[src/rtl/rep_code_pkg.sv]
// ---------------------------------------------------------------------------
// rep_code_pkg
// Shared definitions for the repetition-code link. The transmitter
// (rep7_encoder_tx) uses them, and so does the receive-side framer that feeds
// the 7-input majority voter.
//   REPS_DEFAULT   : copies per bit; the voter takes 7 inputs.
//   DATA_W_DEFAULT : data word width in bits.
//   rep_tx_state_t : transmitter FSM states.
//   clog2_min1     : counter width helper. It never returns less than 1 bit.
// ---------------------------------------------------------------------------
package rep_code_pkg;

    localparam int REPS_DEFAULT   = 7;
    localparam int DATA_W_DEFAULT = 8;

    typedef enum logic {
        IDLE = 1'b0,
        SEND = 1'b1
    } rep_tx_state_t;

    // $clog2(1) is 0. A zero-width counter is not legal, so clamp to 1.
    function automatic int clog2_min1(input int value);
        int w;
        w = $clog2(value);
        return (w < 1) ? 1 : w;
    endfunction

endpackage

[src/rtl/rep_beat_ctr.sv]
// ---------------------------------------------------------------------------
// rep_beat_ctr
// Nested beat counter for the repetition transmitter.
// rep_cnt counts the copies of the current bit (0..REPS-1).
// bit_cnt counts the data bits of the word (0..DATA_W-1).
// Ports:
//   clk, rst_n   : clock, asynchronous active-low reset
//   i_advance    : a beat handshake happened this cycle
//   i_load       : a new word is accepted; clears both counters (takes priority)
//   o_rep_cnt    : copy index of the current beat
//   o_bit_cnt    : bit index of the current beat
//   o_bit_wrap   : this handshake is the last copy of a bit (the data shifts)
//   o_final      : the current beat is the last copy of the last bit
// ---------------------------------------------------------------------------
module rep_beat_ctr
    import rep_code_pkg::*;
#(
    parameter  int REPS   = REPS_DEFAULT,
    parameter  int DATA_W = DATA_W_DEFAULT,
    localparam int REP_W  = clog2_min1(REPS),
    localparam int BIT_W  = clog2_min1(DATA_W)
) (
    input  logic             clk,
    input  logic             rst_n,
    input  logic             i_advance,
    input  logic             i_load,
    output logic [REP_W-1:0] o_rep_cnt,
    output logic [BIT_W-1:0] o_bit_cnt,
    output logic             o_bit_wrap,
    output logic             o_final
);

    localparam logic [REP_W-1:0] REP_MAX = REP_W'(REPS - 1);
    localparam logic [BIT_W-1:0] BIT_MAX = BIT_W'(DATA_W - 1);

    logic [REP_W-1:0] r_rep_cnt;
    logic [BIT_W-1:0] r_bit_cnt;
    logic             w_rep_max;
    logic             w_bit_max;

    assign w_rep_max = (r_rep_cnt == REP_MAX);
    assign w_bit_max = (r_bit_cnt == BIT_MAX);

    // NOTE: state registers use non-blocking assignments, so every flop samples pre-edge values.
    always_ff @(posedge clk or negedge rst_n) begin
        if (!rst_n) begin
            r_rep_cnt <= '0;
            r_bit_cnt <= '0;
        end else if (i_load) begin
            r_rep_cnt <= '0;
            r_bit_cnt <= '0;
        end else if (i_advance) begin
            if (w_rep_max) begin
                r_rep_cnt <= '0;
                // On the final beat bit_cnt wraps explicitly. For a DATA_W that
                // is not a power of two it would otherwise leave its range.
                r_bit_cnt <= w_bit_max ? '0 : r_bit_cnt + 1'b1;
            end else begin
                r_rep_cnt <= r_rep_cnt + 1'b1;
            end
        end
    end

    assign o_rep_cnt  = r_rep_cnt;
    assign o_bit_cnt  = r_bit_cnt;
    assign o_bit_wrap = i_advance && w_rep_max;
    assign o_final    = w_rep_max && w_bit_max;

endmodule

[src/rtl/rep7_encoder_tx.sv]
// ---------------------------------------------------------------------------
// rep7_encoder_tx
// Time-redundant repetition-code transmitter. It accepts a parallel word and
// sends it LSB-first. Each bit goes out as REPS identical beats, so the
// receiver's majority voter can vote out up to (REPS-1)/2 corrupted copies.
// Ports:
//   clk, rst_n  : clock, asynchronous active-low reset
//   in_data     : word to send; sampled on the in_valid && in_ready edge
//   in_valid    : upstream word valid
//   in_ready    : a word can be accepted this cycle (combinational)
//   out_bit     : current copy of the current data bit
//   out_valid   : out_bit is valid
//   out_ready   : downstream accepts the beat
//   out_first   : copy 0 of a bit (start of the voter window)
//   out_last    : last copy of the last bit (end of word)
// ---------------------------------------------------------------------------
module rep7_encoder_tx
    import rep_code_pkg::*;
#(
    parameter int DATA_W = DATA_W_DEFAULT,
    parameter int REPS   = REPS_DEFAULT
) (
    input  logic              clk,
    input  logic              rst_n,
    input  logic [DATA_W-1:0] in_data,
    input  logic              in_valid,
    output logic              in_ready,
    output logic              out_bit,
    output logic              out_valid,
    input  logic              out_ready,
    output logic              out_first,
    output logic              out_last
);

    localparam int REP_W = clog2_min1(REPS);
    localparam int BIT_W = clog2_min1(DATA_W);

    rep_tx_state_t     r_state;
    rep_tx_state_t     w_state_nxt;
    logic [DATA_W-1:0] r_sreg;

    logic [REP_W-1:0]  w_rep_cnt;
    logic [BIT_W-1:0]  w_bit_cnt;
    logic              w_bit_wrap;
    logic              w_final;
    logic              w_send;
    logic              w_beat;
    logic              w_final_beat;
    logic              w_accept;

    assign w_send       = (r_state == SEND);
    assign w_beat       = w_send && out_ready;
    assign w_final_beat = w_send && w_final;
    assign w_accept     = in_valid && in_ready;

    // Ready in IDLE, or while the last beat is being taken. A new word can
    // then follow the old one with no idle cycle in between.
    assign in_ready = !w_send || (w_final_beat && out_ready);

    rep_beat_ctr #(
        .REPS   (REPS),
        .DATA_W (DATA_W)
    ) u_beat_ctr (
        .clk        (clk),
        .rst_n      (rst_n),
        .i_advance  (w_beat),
        .i_load     (w_accept),
        .o_rep_cnt  (w_rep_cnt),
        .o_bit_cnt  (w_bit_cnt),
        .o_bit_wrap (w_bit_wrap),
        .o_final    (w_final)
    );

    always_ff @(posedge clk or negedge rst_n) begin
        if (!rst_n) begin
            r_state <= IDLE;
        end else begin
            r_state <= w_state_nxt;
        end
    end

    always_comb begin
        // NOTE: default assigned first so that no path through the case infers a latch.
        w_state_nxt = r_state;
        case (r_state)
            IDLE: begin
                if (w_accept) begin
                    w_state_nxt = SEND;
                end
            end
            SEND: begin
                if (w_beat && w_final) begin
                    w_state_nxt = w_accept ? SEND : IDLE;
                end
            end
            default: w_state_nxt = IDLE;
        endcase
    end

    // A new word takes priority over the final shift of the old one. After a
    // complete word every bit has been shifted out, so sreg rests at 0 in IDLE.
    always_ff @(posedge clk or negedge rst_n) begin
        if (!rst_n) begin
            r_sreg <= '0;
        end else if (w_accept) begin
            r_sreg <= in_data;
        end else if (w_bit_wrap) begin
            r_sreg <= r_sreg >> 1;
        end
    end

    assign out_valid = w_send;
    assign out_bit   = r_sreg[0];
    assign out_first = w_send && (w_rep_cnt == '0);
    assign out_last  = w_final_beat;

    // Both counters stay in range, and they rest at zero whenever no word is held.
    a_ctr_range : assert property (@(posedge clk) disable iff (!rst_n)
        (w_rep_cnt <= REP_W'(REPS - 1)) && (w_bit_cnt <= BIT_W'(DATA_W - 1)));
    a_idle_zero : assert property (@(posedge clk) disable iff (!rst_n)
        !w_send |-> (w_rep_cnt == '0) && (w_bit_cnt == '0));

endmodule

[config.mk]
export PLATFORM = sky130hd
export DESIGN_NAME = rep7_encoder_tx
export DESIGN_NICKNAME = d
export VERILOG_FILES = /design/src/rtl/rep_code_pkg.sv /design/src/rtl/rep_beat_ctr.sv /design/src/rtl/rep7_encoder_tx.sv
export SDC_FILE = /design/constraint.sdc
export NUM_CORES = 1
export LEC_CHECK = 0
export ABC_CLOCK_PERIOD_IN_PS = 1800
export CAP_MARGIN = 25
export CORE_ASPECT_RATIO = 1.1
export CORE_UTILIZATION = 25
export CTS_CLUSTER_SIZE = 16
export DETAILED_ROUTE_END_ITERATION = 8
export PLACE_DENSITY = 0.53
export SLEW_MARGIN = 20
export SYNTH_ARGS = -nofsm -noshare
export SYNTH_HDL_FRONTEND = slang
export SYNTH_SLANG_ARGS = --single-unit
[constraint.sdc]
create_clock -name clk -period 1.8 [get_ports clk]
set_input_delay 0.36 -clock clk [delete_from_list [all_inputs] [get_ports clk]]
set_output_delay 0.36 -clock clk [all_outputs]
set_load 0.005 [all_outputs]
Word-level counts from Yosys, hierarchy flattened
Cells that the tools add are included.
- $add $sub $neg: 2
- reductions and logical operators: 15
- equality and inequality tests: 2
- multiplexer cells: 12
- bitwise operators: 1
- operators with widths (cell ; count):
    $mux W3 ; 7
    $mux W8 ; 2
    $logic_and A1 B1 Y1 ; 8
    $add A3 B1 Y3 const B ; 2
    $eq A3 B3 Y1 const B ; 2
    $reduce_bool A2 Y1 ; 3
    $logic_not A3 Y1 ; 1
    $mux W1 ; 2
    $pmux W1 S2 ; 1
    $reduce_and A2 Y1 ; 1
    $logic_not A1 Y1 ; 1
    $logic_or A1 B1 Y1 ; 1
    $not A1 Y1 ; 1
- input bits: 12
- register bits after elaboration: 15
- output and inout bits: 5

Longest topological paths before layout
Gate-level depths: netlist (run 1).
- depth after elaboration: 9
- gate-level depth with buffers: 6

By module
A second synthesis (run 1) with hierarchy kept.
- cells, all modules: 63
- area, all modules: 855.8 um^2
- modules (own cells, without submodules) (module ; area each (um^2) ; cells each ; instances):
    rep7_encoder_tx ; 538.0 ; 33 ; 1
    rep_beat_ctr ; 317.8 ; 30 ; 1

Worst setup path before layout (run 1)
Ideal clock, no wire load.
- path type: register to output
- start point: reg r_state, in the netlist out_valid
- end point: out out_first
- path slack: 0.291 ns
- data arrival time: 1.149 ns
- required time: 1.440 ns
- cell stages (with the launch flop): 4
- buffers on the path: 2
- cells stage by stage: dfrtp_1 buf_6 clkbuf_1 nor4b_1
- word-level cells in the longest chain between the ends: 1
- RTL lines (item ; line ; source):
    start: declaration ; rep7_encoder_tx.sv:38 ; rep_tx_state_t r_state;
    start signal: assignment ; rep7_encoder_tx.sv:78 ; r_state <= w_state_nxt;
    $logic_and A1 B1 Y1 ; rep7_encoder_tx.sv:114 ; assign out_first = w_send && (w_rep_cnt == '0);
    end: declaration ; rep7_encoder_tx.sv:31 ; output logic out_first,
Every way passes these cells.

Worst setup path after layout (run 1)
- start point: reg u_beat_ctr.r_bit_cnt[0], in the netlist u_beat_ctr.o_bit_cnt[0]
- end point: out out_last
- word-level cells in the longest chain between the ends: 3
- RTL lines (item ; line ; source):
    start: declaration ; rep_beat_ctr.sv:37 ; logic [BIT_W-1:0] r_bit_cnt;
    start signal: assignment ; rep_beat_ctr.sv:57 ; r_bit_cnt <= w_bit_max ? '0 : r_bit_cnt + 1'b1;
    $eq A3 B3 Y1 ; rep_beat_ctr.sv:42 ; assign w_bit_max = (r_bit_cnt == BIT_MAX);
    $logic_and A1 B1 Y1 ; rep_beat_ctr.sv:67 ; assign o_final = w_rep_max && w_bit_max;
    $logic_and A1 B1 Y1 ; rep7_encoder_tx.sv:53 ; assign w_final_beat = w_send && w_final;
    end: declaration ; rep7_encoder_tx.sv:32 ; output logic out_last
Every way passes these cells.

==> results of run 1 <==
logic make-up after synthesis:
| group | count (synthesis) | share of synthesized area [%] |
|---|---|---|
| AO/OA/AOI/OAI | 26 | 18.84 |
| adder cells (fa/ha/maj) | 2 | 2.415 |
| buffers and inverters | 11 | 7.005 |
| flip-flops | 15 | 36.23 |
| multiplexers | 11 | 11.84 |
| AND/OR/NAND/NOR | 41 | 23.67 |
per-stage QoR:
stage | utilization (%) | setup WS (ns) | hold WS (ns) | cell area [µm²] | TNS, ns
final | 35.76 | 0.02927 | 0.4180 | 1418 | 0
after global routing | 35.76 | -0.01129 | 0.4317 | 1418 | -0.01718
after CTS | 35.86 | -0.09958 | 0.4277 | 1421 | -0.09958
after detailed placement | 34.06 | -0.2821 | 0.5643 | 1350 | -1.070
after global placement | 34.06 | -0.2723 | 0.5392 | 1350 | -0.9160
after floorplan | - | 0.2911 | 0.06441 | 1036 | 0
routing by layer:
metal | vias to the layer above | track usage (%)
met5 | - | 0
met4 | 0 | 3.788
met2 | 24 | 21.51
met1 | 425 | 15.00
li1 | 456 | -
met3 | 5 | 2.796
cells in the final DEF (no fill, tap or decap), types with 2 or more instances in the layout:
cell,Yosys,routed
a21oi_1,2,2
a22o_1,2,2
buf_4,1,21
clkbuf_8,0,3
clkdlybuf4s50_1,0,13
dfrtp_1,15,14
mux2_2,6,6
mux2i_1,4,4
nand2_1,5,5
nand2b_1,3,3
nand3_1,3,3
nor2_1,10,10
nor3_1,8,8
o21ai_0,10,10
o221a_1,7,7
flip-flops by register name, summed over array words and instances (netlist names):
register,cells
out_valid,1
r_sreg,8
u_beat_ctr.o_bit_cnt,3
u_beat_ctr.o_rep_cnt,3
cell type report:
type,instances,area [µm²]
multi-input cells,80,609.3
flip-flops and latches,15,376.6
well taps,52,65.06
fillers,415,2546
clock buffers,4,45.04
inverters,1,3.754
repair buffers,38,317.8
power by group through the flow:
| stage | registers [µW] | logic (µW) | clock network [µW] |
|---|---|---|---|
| after floorplan | 476 | 343 | 0 |
| after global placement | 498 | 494 | 0 |
| after detailed placement | 499 | 508 | 0 |
| after CTS | 499 | 527 | 289 |
| after global routing | 512 | 580 | 311 |
| final | 497 | 520 | 285 |
what timing repair did:
action	in CTS	in global routing
pin swaps	1	1
hold endpoints to repair	0	0
resized for setup	13	2
hold buffers	0	0
setup endpoints to repair	3	2
buffers inserted	1	0
final timing paths:
check / from / to / slack [ns]
setup reg to reg: u_beat_ctr.o_rep_cnt[2] / r_sreg[6] / 0.20
setup / recovery: u_beat_ctr.o_bit_cnt[0] / out_last / 0.03
min in group clk: out_valid / u_beat_ctr.o_bit_cnt[1] / 0.60
max in group asynchronous: rst_n / out_valid / 1.18
hold / removal: rst_n / u_beat_ctr.o_bit_cnt[2] / 0.42
hold reg to reg: out_valid / u_beat_ctr.o_bit_cnt[1] / 0.60
worst reg2reg max path: stages (launching register included):
cell     delay, ns
dfrtp_1       0.41
nor2b_4       0.17
buf_4         0.12
nand4_4       0.20
mux2_4        0.35
o221a_1       0.24
==> summary.md, run 1 <==
| Metric | Value |
|---|---|
| Maximum ir drop on the vdd rail | 0.2360 mV |
| Crit-path max FO | 2 |
| Outcome | finished clean |
| Share of power burned in combinational logic | 39.9% |
| Std-Cell Core Area | 3964 µm² |
| DR WL/cell | 13.19 µm |
| Number of antenna violations at the first check in global routing | 0 |
| Gr usage total | 12.41% |
| Final count of hold timing violations | 0 |
| Fraction of power consumed by the clock network | 21.9% |
| Number of DRC violations after detailed routing | 0 |
| Full die area | 4406 µm² |
| Power, Total | 1302 µW |
| Congestion Overflow GR | 0 |
| Fraction of layout instances using a drive strength above 1 | 32.61% |
| Area share of the leading cell type in the synthesized netlist | 36.23% |
| Area growth from synthesis to final layout | 36.84% |
| Synth top cells by count | 15 x dfrtp_1, 10 x nor2_1, 10 x o21ai_0 |
| Post-synth EDFFs | 0 |
| Crit path DAT | 1.41 ns |
| Detail Route Antenna Nets | 0 |
| Delay-heaviest family, CP | flip-flops |
| Period minus WS final | 1.771 ns |
| Pins over their slew limit | 0 |
| Cell count after placement | 185 |
| HPWL after DPL | 1.853 mm |
| Root buffer cell | clkbuf_8 |
| CTS Sinks | 15 |
| Post-layout instance count excluding filler cells | 190 |
| Final Cycle Share | 98.37% |
| Highest routing layer actually used | met4 |
| Internal power | 873.4 µW |
| Library cell with the highest instance count after synthesis | dfrtp_1 |
| Largest net degree at the start of global routing | 16 |
| Wire length of the first global-routing pass | 4.333 mm |
| DR vias | 910 |
| Max-capacitance violation count | 0 |
| Detailed Route Iter0 Violations | 38 |
| Total length of routed wires | 2.507 mm |
| # H-tree levels | 1 |
| Die Height | 69.52 µm |
| Starting utilization of the core area | 26.14% |
| Library cell with the largest summed area after synthesis | dfrtp_1 |
| Number of synthesized register bits | 15 |
| Path type of the worst min-delay path | in2async |
| Cell count after synthesis | 106 |
| P_leak | 0.0006492 µW |
| Peak Freq | 0.5647 GHz |
| Sequential area share after synthesis | 36.23% |
| Num CTS Buffers | 3 |
| Cell Area, Synth | 1036 µm² |
| Share of total power in sequential cells | 38.2% |
| Switch Pwr | 429.0 µW |
| Power per Cell Area | 918.7 nW/µm² |
| Critical-path cell with the highest stage delay | dfrtp_1 |
| Slew Limit Headroom | 85.48% |
| Sum of routed wire segments on met1 | 1.126 mm |
| Antenna Cells | 0 |
| Maximum single-stage delay on the critical path | 0.38 ns |
| Setup-failing EPs final | 0 |
| WP data required | 1.44 ns |
| Number of nets produced by synthesis | 120 |
| Cell count along the critical path | 5 |
| Worst Clk Skew | 0.004311 ns |
| Number of nets in the layout | 153 |
| Series of cell instances along the critical path | ha_2 > ha_4 > and2_4 > and3_4 > clkbuf_2 |
| R2R depth | 5 |
| Warnings from Yosys | 0 |
| Switching share of power | 32.94% |
| Number of top-level design ports | 17 |
| Gpl congestion | 0.7712 |
| Maximum root-to-sink buffer count | 2 |
| Number of search-and-repair iterations in the first detailed-routing pass | 4 |
| Worst Setup Path Type | reg2out |
| Via count of the first global-routing pass | 930 |
| Leading register cell type out of synthesis | dfrtp_1 |
| Clock transition at the register clock pins on the worst setup and hold paths after CTS | 0.07 ns |
| Clock tree from TritonCTS | yes |
| Average cell area after synthesis | 9.774 µm² |
| Cell types with the largest area share after synthesis | dfrtp_1 36%, o221a_1 7.6%, mux2_2 6.5% |
| Floorplan row count | 24 |
| Fraction of synthesis flops using an asynchronous set or reset pin | 100.0% |
| Setup repair after global routing missed its margin | true |
| Element type at the critical path start | register |
| Count of buffering cells on the critical path with inverters included | 1 |
| Wire length on met2 | 1.222 mm |
| Crit path capture type | output pin |
| Die width | 63.38 µm |
| Port Buffer Count | 16 |
| Clock latency reported for the late side of the worst-skew pair | 0.25 ns |
| Routed length on met3 | 128 µm |
| Number of unique standard cell types used by synthesis | 36 |
| Vias per std cell | 4.789 |
| Worst-Margin Slew | 0.2148 ns |
(Power assumes the default switching activity.)
==> inputs of run 2 (changes only) <==
ABC_CLOCK_PERIOD_IN_PS = default   (was 1800)
CORE_MARGIN = 3   (was default)
==> run 2 against run 1 <==
Register-to-register slack lost 0.07 ns. Hold slack improved by 0.013 ns. Non-clock buffer count fell by 1. Clock skew decreased by 0.0013 ns. Sequential cell count did not move. Combinational power up 5.6%. Clock power decreased by 1%.
==> summary.md, run 2 (synthesized netlist as in run 1, its figures left out) <==
| Metric | Value |
|---|---|
| Placement Setup Slack | -0.2626 ns (+0.01951 ns) |
| Slew Limit Headroom | 86.29% (+0.81 points) |
| Crit path DAT | 1.42 ns (about the same) |
| HPWL after DPL | 1.929 mm (+4.1%) |
| Worst Clk Skew | 0.003044 ns (-0.001267 ns) |
| Post-layout instance count excluding filler cells | 187 (-1.6%) |
| R2R Path Start | u_beat_ctr.o_rep_cnt[0] |
| Top reg by flops | r_sreg |
| Root buffer cell | clkbuf_8 |
| Congestion Overflow GR | 0 (unchanged) |
| Share of power burned in combinational logic | 41.4% (+1.5 points) |
| Port Buffer Count | 16 (unchanged) |
| Max-capacitance violation count | 0 (unchanged) |
| Clock tree from TritonCTS | yes |
| Maximum ir drop on the vdd rail | 0.3623 mV (+54%) |
| Antenna Cells | 0 (unchanged) |
| Fraction of power consumed by the clock network | 21.2% (-0.7 points) |
| Detailed Route Iter0 Violations | 24 (-37%) |
| Minimum setup slack among reg-to-reg paths | 0.13 ns (-0.07 ns) |
| Final Cycle Share | 98.64% (+0.27 points) |
| CTS Hold Buffers Added | 0 (unchanged) |
| Gpl congestion | 0.7002 (-9.2%) |
| Num CTS Buffers | 3 (unchanged) |
| Cell count after placement | 181 (-2.2%) |
| Internal power | 880.5 µW (+0.82%) |
| Total length of routed wires | 2.680 mm (+6.9%) |
| Clock latency reported for the late side of the worst-skew pair | 0.25 ns (about the same) |
| Setup-failing EPs final | 0 (unchanged) |
| Maximum root-to-sink buffer count | 2 (unchanged) |
| Period minus WS final | 1.776 ns (+0.004787 ns) |
| Detail Route Antenna Nets | 0 (unchanged) |
| Die Height | 73.52 µm (+5.8%) |
| Most used cells in the layout excluding fill and tap cells | 20 x buf_4, 15 x dfrtp_1, 13 x clkdlybuf4s50_1 |
| Worst Setup Path Type | reg2out |
| Path type of the worst min-delay path | in2async |
| Outcome | finished clean |
| R2R depth | 6 (+1) |
| Setup repair after global routing missed its margin | true |
| Switch Pwr | 445.6 µW (+3.9%) |
| Worst flop-to-flop path endpoint | r_sreg[6] |
| Die width | 67.38 µm (+6.3%) |
| Pins over their slew limit | 0 (unchanged) |
| CTS Sinks | 15 (unchanged) |
| Cell area after layout | 1420 µm² (+0.18%) |
| Starting utilization of the core area | 27.27% (+1.1 points) |
| Crit-path max FO | 2 (unchanged) |
| Number of DRC violations after detailed routing | 0 (unchanged) |
| Gr usage total | 11.89% (-0.52 points) |
| Switching share of power | 33.60% (+0.66 points) |
| Power per Cell Area | 933.8 nW/µm² (+1.6%) |
| Full die area | 4953 µm² (+12%) |
| Element type at the critical path start | register |
| Vias per std cell | 4.845 (+1.2%) |
| Power, Total | 1326 µW (+1.8%) |
| Post-place instance area | 1333 µm² (-1.3%) |
| Max reg flops | 8 (unchanged) |
| P_leak | 0.0006526 µW (+0.53%) |
| Largest net degree at the start of global routing | 16 (unchanged) |
| # H-tree levels | 1 (unchanged) |
| Floorplan row count | 23 (-4.2%) |
| Crit path capture type | output pin |
| Fraction of layout instances using a drive strength above 1 | 32.85% (+0.24 points) |
| DR vias | 906 (-0.44%) |
| Number of nets in the layout | 152 (-0.65%) |
| Number of search-and-repair iterations in the first detailed-routing pass | 4 (unchanged) |
| Worst-Margin Slew | 0.2053 ns (-0.009525 ns) |
| Most common library cell in the layout ignoring fill and taps | buf_4 |
| DR WL/cell | 14.33 µm (+8.6%) |
| Final setup slack of the worst path | 0.02448 ns (-0.004787 ns) |
| Wire length of the first global-routing pass | 4.347 mm (+0.32%) |
| WP data required | 1.44 ns (about the same) |
| Clock transition at the register clock pins on the worst setup and hold paths after CTS | 0.07 ns (about the same) |
| Number of top-level design ports | 17 (unchanged) |
| Number of antenna violations at the first check in global routing | 0 (unchanged) |
| Share of total power in sequential cells | 37.4% (-0.8 points) |
| Peak Freq | 0.5632 GHz (-0.27%) |
| Area growth from synthesis to final layout | 37.08% |
| Final count of hold timing violations | 0 (unchanged) |
| Via count of the first global-routing pass | 946 (+1.7%) |
| Std-Cell Core Area | 3799 µm² (-4.2%) |
-- run 2: cell types whose count changed in the layout (fill, tap and decap cells not counted) --
| cell | delta |
|---|---|
| buf_2 | -1 |
| buf_4 | -1 |
| buf_6 | +1 |
| clkbuf_1 | -1 |
| clkinv_2 | +1 |
| dfrtp_1 | +1 |
| dfrtp_2 | -1 |
| nor4b_1 | -1 |
| nor4b_2 | +1 |
-- run 2: layer usage --
| metal | vias up | GRT usage, % | wire [µm] |
|---|---|---|---|
| met3 | 2 | 2.446 | 108 |
| met5 | - | 0 | 0 |
| met1 | 439 | 13.46 | 1180 |
| met2 | 14 | 22.05 | 1374 |
| met4 | 0 | 3.378 | 17 |
| li1 | 451 | - | - |
-- run 2: how the worst max path moves through the flow --
| stage | start | slack (ns) | endpoint |
|---|---|---|---|
| global route | u_beat_ctr.o_bit_cnt[0] | -0.01 | out_last |
| finish | u_beat_ctr.o_bit_cnt[0] | 0.02 | out_last |
| floorplan | out_valid | 0.29 | out_first |
| detailed placement | out_ready | -0.26 | in_ready |
| CTS | u_beat_ctr.o_bit_cnt[1] | -0.04 | out_last |
| global placement | out_ready | -0.25 | in_ready |
-- run 2: final cells by class --
type	count	area [µm²]
fill	395	2379
multi-input combinational	80	615.6
sequential	15	375.4
timing repair buffer	37	316.6
tap	50	62.56
clock buffer	3	41.29
clock inverter	1	5.005
inverter	1	3.754
-- run 2: through the flow --
step	setup TNS [ns]	hold WS (ns)	utilization, %
global placement	-0.8497	0.5366	35.08
detailed placement	-1.020	0.5603	35.08
global route	-0.01472	0.4448	37.38
CTS	-0.07078	0.4397	36.99
finish	0	0.4306	37.38
floorplan	0	0.06441	-
-- run 2: power groups by stage --
stage               clock [µW]  sequential [µW]  combinational [µW]
floorplan                    0              476                 343
global placement             0              490                 488
detailed placement           0              497                 513
CTS                        290              494                 540
global route               308              507                 611
finish                     281              496                 549
-- run 2: critical path: stages (launching register included) --
cell and delay [ns]:
dfrtp_1 0.39, ha_2 0.20, ha_4 0.16, and2_4 0.13, and3_4 0.17, buf_6 0.11
-- run 2: repair_timing --
item,in CTS,in global routing
pin swaps,1,1
buffers inserted,1,1
gates resized for setup,12,4
setup endpoints to repair,3,2
==> inputs of run 3 (changes only) <==
CTS_BUF_LIST = sky130_fd_sc_hd__clkbuf_16   (was default)
clock period = 1.7 ns   (was 1.8 ns; I/O delays follow)
==> run 3 against run 2 <==
Hold slack got worse by 0.0083 ns. Final cell count increased by 0.53%. Largest power group unchanged. Clock skew increased by 0.0015 ns. Clock-buffer cell count unchanged. Utilization up 1.5 points. Design area is 4.1% higher. Critical path depth did not move. The flow now finishes with violations (negative setup slack). Global-route usage increased by 0.12 points. Combinational power grew 3.8%. Clock power grew 64%.
==> summary.md, run 3 (synthesized netlist as in run 1, its figures left out) <==
| Metric | Value |
|---|---|
| Max-capacitance violation count | 0 (unchanged) |
| P_leak | 0.0006811 µW (+4.4%) |
| Starting utilization of the core area | 27.27% (unchanged) |
| Port Buffer Count | 16 (unchanged) |
| Clock transition at the register clock pins on the worst setup and hold paths after CTS | 0.05 ns (-0.02 ns) |
| Delay-heaviest family, CP | flip-flops |
| Fraction of layout instances using a drive strength above 1 | 33.33% (+0.49 points) |
| Floorplan row count | 23 (unchanged) |
| Number of top-level design ports | 17 (unchanged) |
| Number of nets in the layout | 153 (+0.66%) |
| Std-Cell Core Area | 3799 µm² (unchanged) |
| DR vias | 914 (+0.88%) |
| Gr usage total | 12.00% (+0.12 points) |
| WP data required | 1.36 ns (-0.08 ns) |
| Clock latency reported for the late side of the worst-skew pair | 0.25 ns (about the same) |
| Detailed Route Iter0 Violations | 58 (+140%) |
| Final count of hold timing violations | 0 (unchanged) |
| Crit-path max FO | 2 (unchanged) |
| Root buffer cell | clkbuf_16 |
| Num CTS Buffers | 3 (unchanged) |
| WHS | 0.4223 ns (-0.008310 ns) |
| Detail Route Antenna Nets | 0 (unchanged) |
| Largest net degree at the start of global routing | 22 (+6) |
| Pins over their slew limit | 0 (unchanged) |
| Wire length of the first global-routing pass | 4.443 mm (+2.2%) |
| Gpl congestion | 0.6991 (-0.16%) |
| Element type at the critical path start | register |
| Most used cells in the layout excluding fill and tap cells | 20 x buf_4, 15 x dfrtp_1, 13 x clkdlybuf4s50_1 |
| Path type of the worst min-delay path | in2async |
| Top reg by flops | r_sreg |
| # H-tree levels | 1 (unchanged) |
| Most common library cell in the layout ignoring fill and taps | buf_4 |
| Worst Clk Skew | 0.004560 ns (+0.001516 ns) |
| Global-route layer with the greatest usage | met2 |
| Met1 demand-to-capacity share in global routing | 15.39% (+1.9 points) |
| Vias per std cell | 4.862 (+0.35%) |
| Crit path capture type | output pin |
| Antenna Cells | 0 (unchanged) |
| Post-layout instance count excluding filler cells | 188 (+0.53%) |
| HPWL after DPL | 1.896 mm (-1.7%) |
| Maximum root-to-sink buffer count | 2 (unchanged) |
| Setup repair after global routing missed its margin | true |
| Series of cell instances along the critical path | ha_2 > ha_4 > and2_4 > and3_4 > buf_6 |
| Setup-failing EPs final | 1 (+1) |
| Power per Cell Area | 1052 nW/µm² (+13%) |
| Die width | 67.38 µm (unchanged) |
| CTS Sinks | 15 (unchanged) |
| Via count of the first global-routing pass | 949 (+0.32%) |
| Cell count after placement | 180 (-0.55%) |
| CTS Hold Buffers Added | 0 (unchanged) |
| Final Core Density | 38.90% (+1.5 points) |
| Count of buffering cells on the critical path with inverters included | 1 (unchanged) |
| Max reg flops | 8 (unchanged) |
| Final setup slack of the worst path | -0.03106 ns (-0.05554 ns) |
| Number of search-and-repair iterations in the first detailed-routing pass | 4 (unchanged) |
| Clock tree from TritonCTS | yes |
| Critical-path cell with the highest stage delay | dfrtp_1 |
| Outcome | finished with violations |
| Number of antenna violations at the first check in global routing | 0 (unchanged) |
| DR WL/cell | 14.00 µm (-2.3%) |
| Final Cycle Share | 101.8% |
| Die Height | 73.52 µm (unchanged) |
| Maximum single-stage delay on the critical path | 0.38 ns (about the same) |
| Area growth from synthesis to final layout | 42.63% |
| Peak Freq | 0.5777 GHz |
| Crit path DAT | 1.39 ns (-0.03 ns) |
| Total length of routed wires | 2.632 mm (-1.8%) |
| Met2 Use GR | 19.54% (-2.5 points) |
| Worst Setup Path Type | reg2out |
| Number of DRC violations after detailed routing | 0 (unchanged) |
| Worst-Margin Slew | 0.2233 ns (+0.01801 ns) |
| Full die area | 4953 µm² (unchanged) |
| Slew Limit Headroom | 84.90% (-1.4 points) |
| Congestion Overflow GR | 0 (unchanged) |
| Maximum ir drop on the vdd rail | 0.4207 mV (+16%) |
| Period minus WS final | 1.731 ns |
| Cell area after layout | 1478 µm² (+4.1%) |
| Met3 track utilization from global routing | 2.446% (unchanged) |
| Post-place instance area | 1338 µm² (+0.38%) |
| Violated checks | negative setup slack |
==> run 3: path summary, 6_finish.rpt <==
check	start	slack [ns]	depth (start not counted)	to
worst min register to register	u_beat_ctr.o_bit_cnt[2]	0.61	2	u_beat_ctr.o_bit_cnt[2]
worst max register to register	u_beat_ctr.o_rep_cnt[0]	0.14	5	r_sreg[6]
max in group asynchronous	rst_n	1.09	2	u_beat_ctr.o_bit_cnt[2]
min in group clk	u_beat_ctr.o_bit_cnt[2]	0.61	2	u_beat_ctr.o_bit_cnt[2]
worst max-delay path	u_beat_ctr.o_bit_cnt[1]	-0.03	5	out_last
worst min-delay path	rst_n	0.42	2	r_sreg[1]
==> run 3: through the flow <==
| stage | setup WS, ns | TNS [ns] | total power, µW |
|---|---|---|---|
| global placement | -0.3120 | -1.600 | 1036 |
| detailed placement | -0.3174 | -1.708 | 1070 |
| CTS | -0.1041 | -0.1041 | 1565 |
| finish | -0.03106 | -0.03106 | 1554 |
| floorplan | 0.2111 | 0 | 866.8 |
| global route | -0.07801 | -0.09378 | 1663 |
==> run 3: timing repair <==
item / in CTS / in global routing
buffers inserted: 2 / 2
setup endpoints to repair: 3 / 3
gates resized for setup: 13 / 6
endpoints found under the hold margin: 0 / 0
pin swaps: 1 / 3
==> run 3: cell type report <==
| cell class | instances | area [µm²] |
|---|---|---|
| clock buffers | 3 | 75.07 |
| clock inverters | 1 | 3.754 |
| fillers | 394 | 2321 |
| inverters | 1 | 3.754 |
| multi-input cells | 80 | 614.3 |
| flip-flops and latches | 15 | 375.4 |
| well taps | 50 | 62.56 |
| repair buffers | 38 | 342.8 |
==> run 3: routing by layer <==
metal | wire, µm | share of wire (%) | vias to the layer above
met1 | 1172 | 45 | 438
met2 | 1337 | 51 | 11
met5 | 0 | 0 | -
met4 | 36 | 1.4 | 0
li1 | - | - | 461
met3 | 86 | 3.3 | 4
==> run 3: report_power, final <==
group / switching (µW) / internal (µW) / total, µW
Sequential: 79.0 / 444 / 523
Combinational: 245 / 324 / 570
Clock: 150 / 312 / 462
==> RTL edit: new RTL, flow settings as in run 1 <==
Set the package constant `DATA_W_DEFAULT` to 6 (it was 8).
--- a/src/rtl/rep_code_pkg.sv
+++ b/src/rtl/rep_code_pkg.sv
@@ -11,7 +11,7 @@
 package rep_code_pkg;
 
     localparam int REPS_DEFAULT   = 7;
-    localparam int DATA_W_DEFAULT = 8;
+    localparam int DATA_W_DEFAULT = 6;
 
     typedef enum logic {
         IDLE = 1'b0,
Ports: changed (resized in_data); port bits go from 17 to 15. The function was not compared with the original's and may differ.
==> RTL edit against run 1 <==
- via count decreased by 36%
- largest power group is now registers
- register-to-register slack worse by 30 ps
- design area fell by 30%
- global-route usage fell by 1.3 points
- critical endpoint is now out_first
- critical path depth shrank 2
- setup slack improved by 65 ps
- routed wire length shrank 43%
- total power down 17%
- cell count fell by 35%
- sequential cell count is 2 lower
- synthesized area is 31% lower
==> RTL edit: results (changes against run 1) <==
- Outcome: completed
- Ys flop type: dfrtp_1
- Num CTS Buffers: 3 (unchanged)
- Synth cell count leaders: 13 x dfrtp_1, 7 x nor2b_1
- Register area share after synthesis: 45.6% (+9.4 points)
- RR Endpoint: r_sreg[4]
- Final Hold Slack: 455 ps (+37.1 ps)
- Vias per cell: 4.69 (-2.0%)
- Total GRT Usage: 11.1% (-1.3 points)
- DRT Pass-1 Iters: 4 (unchanged)
- Layout cells sized above 1: 29.0% (-3.6 points)
- Lkg Pwr: 0.488 nW (-25%)
- Number of fill cells in the layout: 258 (-38%)
- CTS H-tree depth: 1 (unchanged)
- Nets: 104 (-32%)
- Crit path max-delay family: buffers and inverters
- FF-to-FF setup slack: 170 ps (-30 ps)
- Detailed Place HPWL: 1.07 mm (-42%)
- Pre-CTS setup slack: -334 ps (-52.2 ps)
- Tmin final: 1710 ps (-65.4 ps)
- Max stage delay on crit path: 410 ps (+30 ps)
- Routed WL: 1.42 mm (-43%)
- Hold WC Path Type: in -> async
- Count of different cell masters after synthesis: 28 (-22%)
- Setup violators final: 0 (unchanged)
- Root buffer cell: clkbuf_4
- Syn nets: 77 (-36%)
- Clk_lat worst skew: 270 ps (+20 ps)
- Number of global-route vias before repair: 576 (-38%)
- Routability Congestion: 0.779 (+1.0%)
- ANT cells: 0 (unchanged)
- Clock skew: 2.25 ps (-2.06 ps)
- Largest net degree at the start of global routing: 14 (-2)
- R2R cell count: 6 (+1)
- Initial DRC Count: 19 (-50%)
- Number of port buffers: 14 (-2)
- Reg-to-Reg Start: out_valid
- First-pass GRT wire length: 2.49 mm (-43%)
- Clk slew on worst S/H paths: 80 ps
- Synth area leaders: dfrtp_1 46%, a221o_1 7.0%, nor2b_1 6.1%
- Largest Register: r_sreg
- CP Max Fanout: 5 (+3)
- Max reg flops: 6 (-2)
- Worst vdd ir: 0.551 mV (+130%)
- Slew margin rel.: 61.4% (-24 points)
[RTL edit: cell count changes after synthesis, sizes merged, moves of 3 or more]
cell           run 1  this run
a221o              0         5
and3               2         5
buf                8         1
mux2               7         0
mux2i              4         0
nand2b             3         0
nand3              3         0
nor2              10         1
nor2b              2         7
nor3               8         0
o21ai             10         6
o221a              7         0
[RTL edit: what timing repair did]
| action | CTS | global route |
|---|---|---|
| endpoints found under the setup margin | 3 | 1 |
| setup buffers | 0 | 0 |
| resized for setup | 6 | 3 |
| pin swaps | 0 | 1 |
[RTL edit: worst max path at each step]
stage,from,to,cells past startpoint
finish,u_beat_ctr.o_rep_cnt[2],out_first,3
floorplan,u_beat_ctr.o_rep_cnt[0],r_sreg[0],4
CTS,out_ready,in_ready,4
detailed placement,out_ready,in_ready,4
global placement,out_ready,in_ready,4
global route,out_valid,out_first,3
[RTL edit: routing by layer]
metal	vias to the layer above	global-route usage, %	routed length, um
met5	-	0	0
met4	0	6.39	27
met3	4	2.10	69
met2	19	16.3	554
met1	256	15.1	771
li1	303	-	-
[RTL edit: per-stage QoR]
| stage | cell area [um2] | cells | total power, mW | TNS (ps) | utilization, % |
|---|---|---|---|---|---|
| floorplan | 713 | 67 | 0.731 | 0 | - |
| global route | 988 | 124 | 1.17 | 0 | 38.1 |
| CTS | 990 | 124 | 1.09 | -36.7 | 38.2 |
| detailed placement | 958 | 120 | 0.906 | -1180 | 37.0 |
| finish | 988 | 124 | 1.08 | 0 | 38.1 |
| global placement | 958 | 120 | 0.905 | -1210 | 37.0 |
[RTL edit: cells by family (layout without fill, tap and decap cells)]
group           Yosys count  in the layout  share of synthesized area (%)
flops                    13             13                           45.6
buf+inv                   5             31                           2.81
simple gates             29             29                           27.7
compound gates           20             20                           23.9
[RTL edit: layout make-up]
type	count	area [um2]	area share, %
clock buffer	4	26.3	2.66
inverter	3	11.3	1.14
multi-input combinational	49	377	38.1
sequential	13	325	32.9
tap	31	38.8	3.92
timing repair buffer	24	210	21.3
[RTL edit: report_power, final]
part | leakage, nW | switching [mW] | internal (mW)
Sequential | 0.163 | 0.0876 | 0.413
Clock | 0.0150 | 0.0916 | 0.0857
Combinational | 0.310 | 0.165 | 0.237
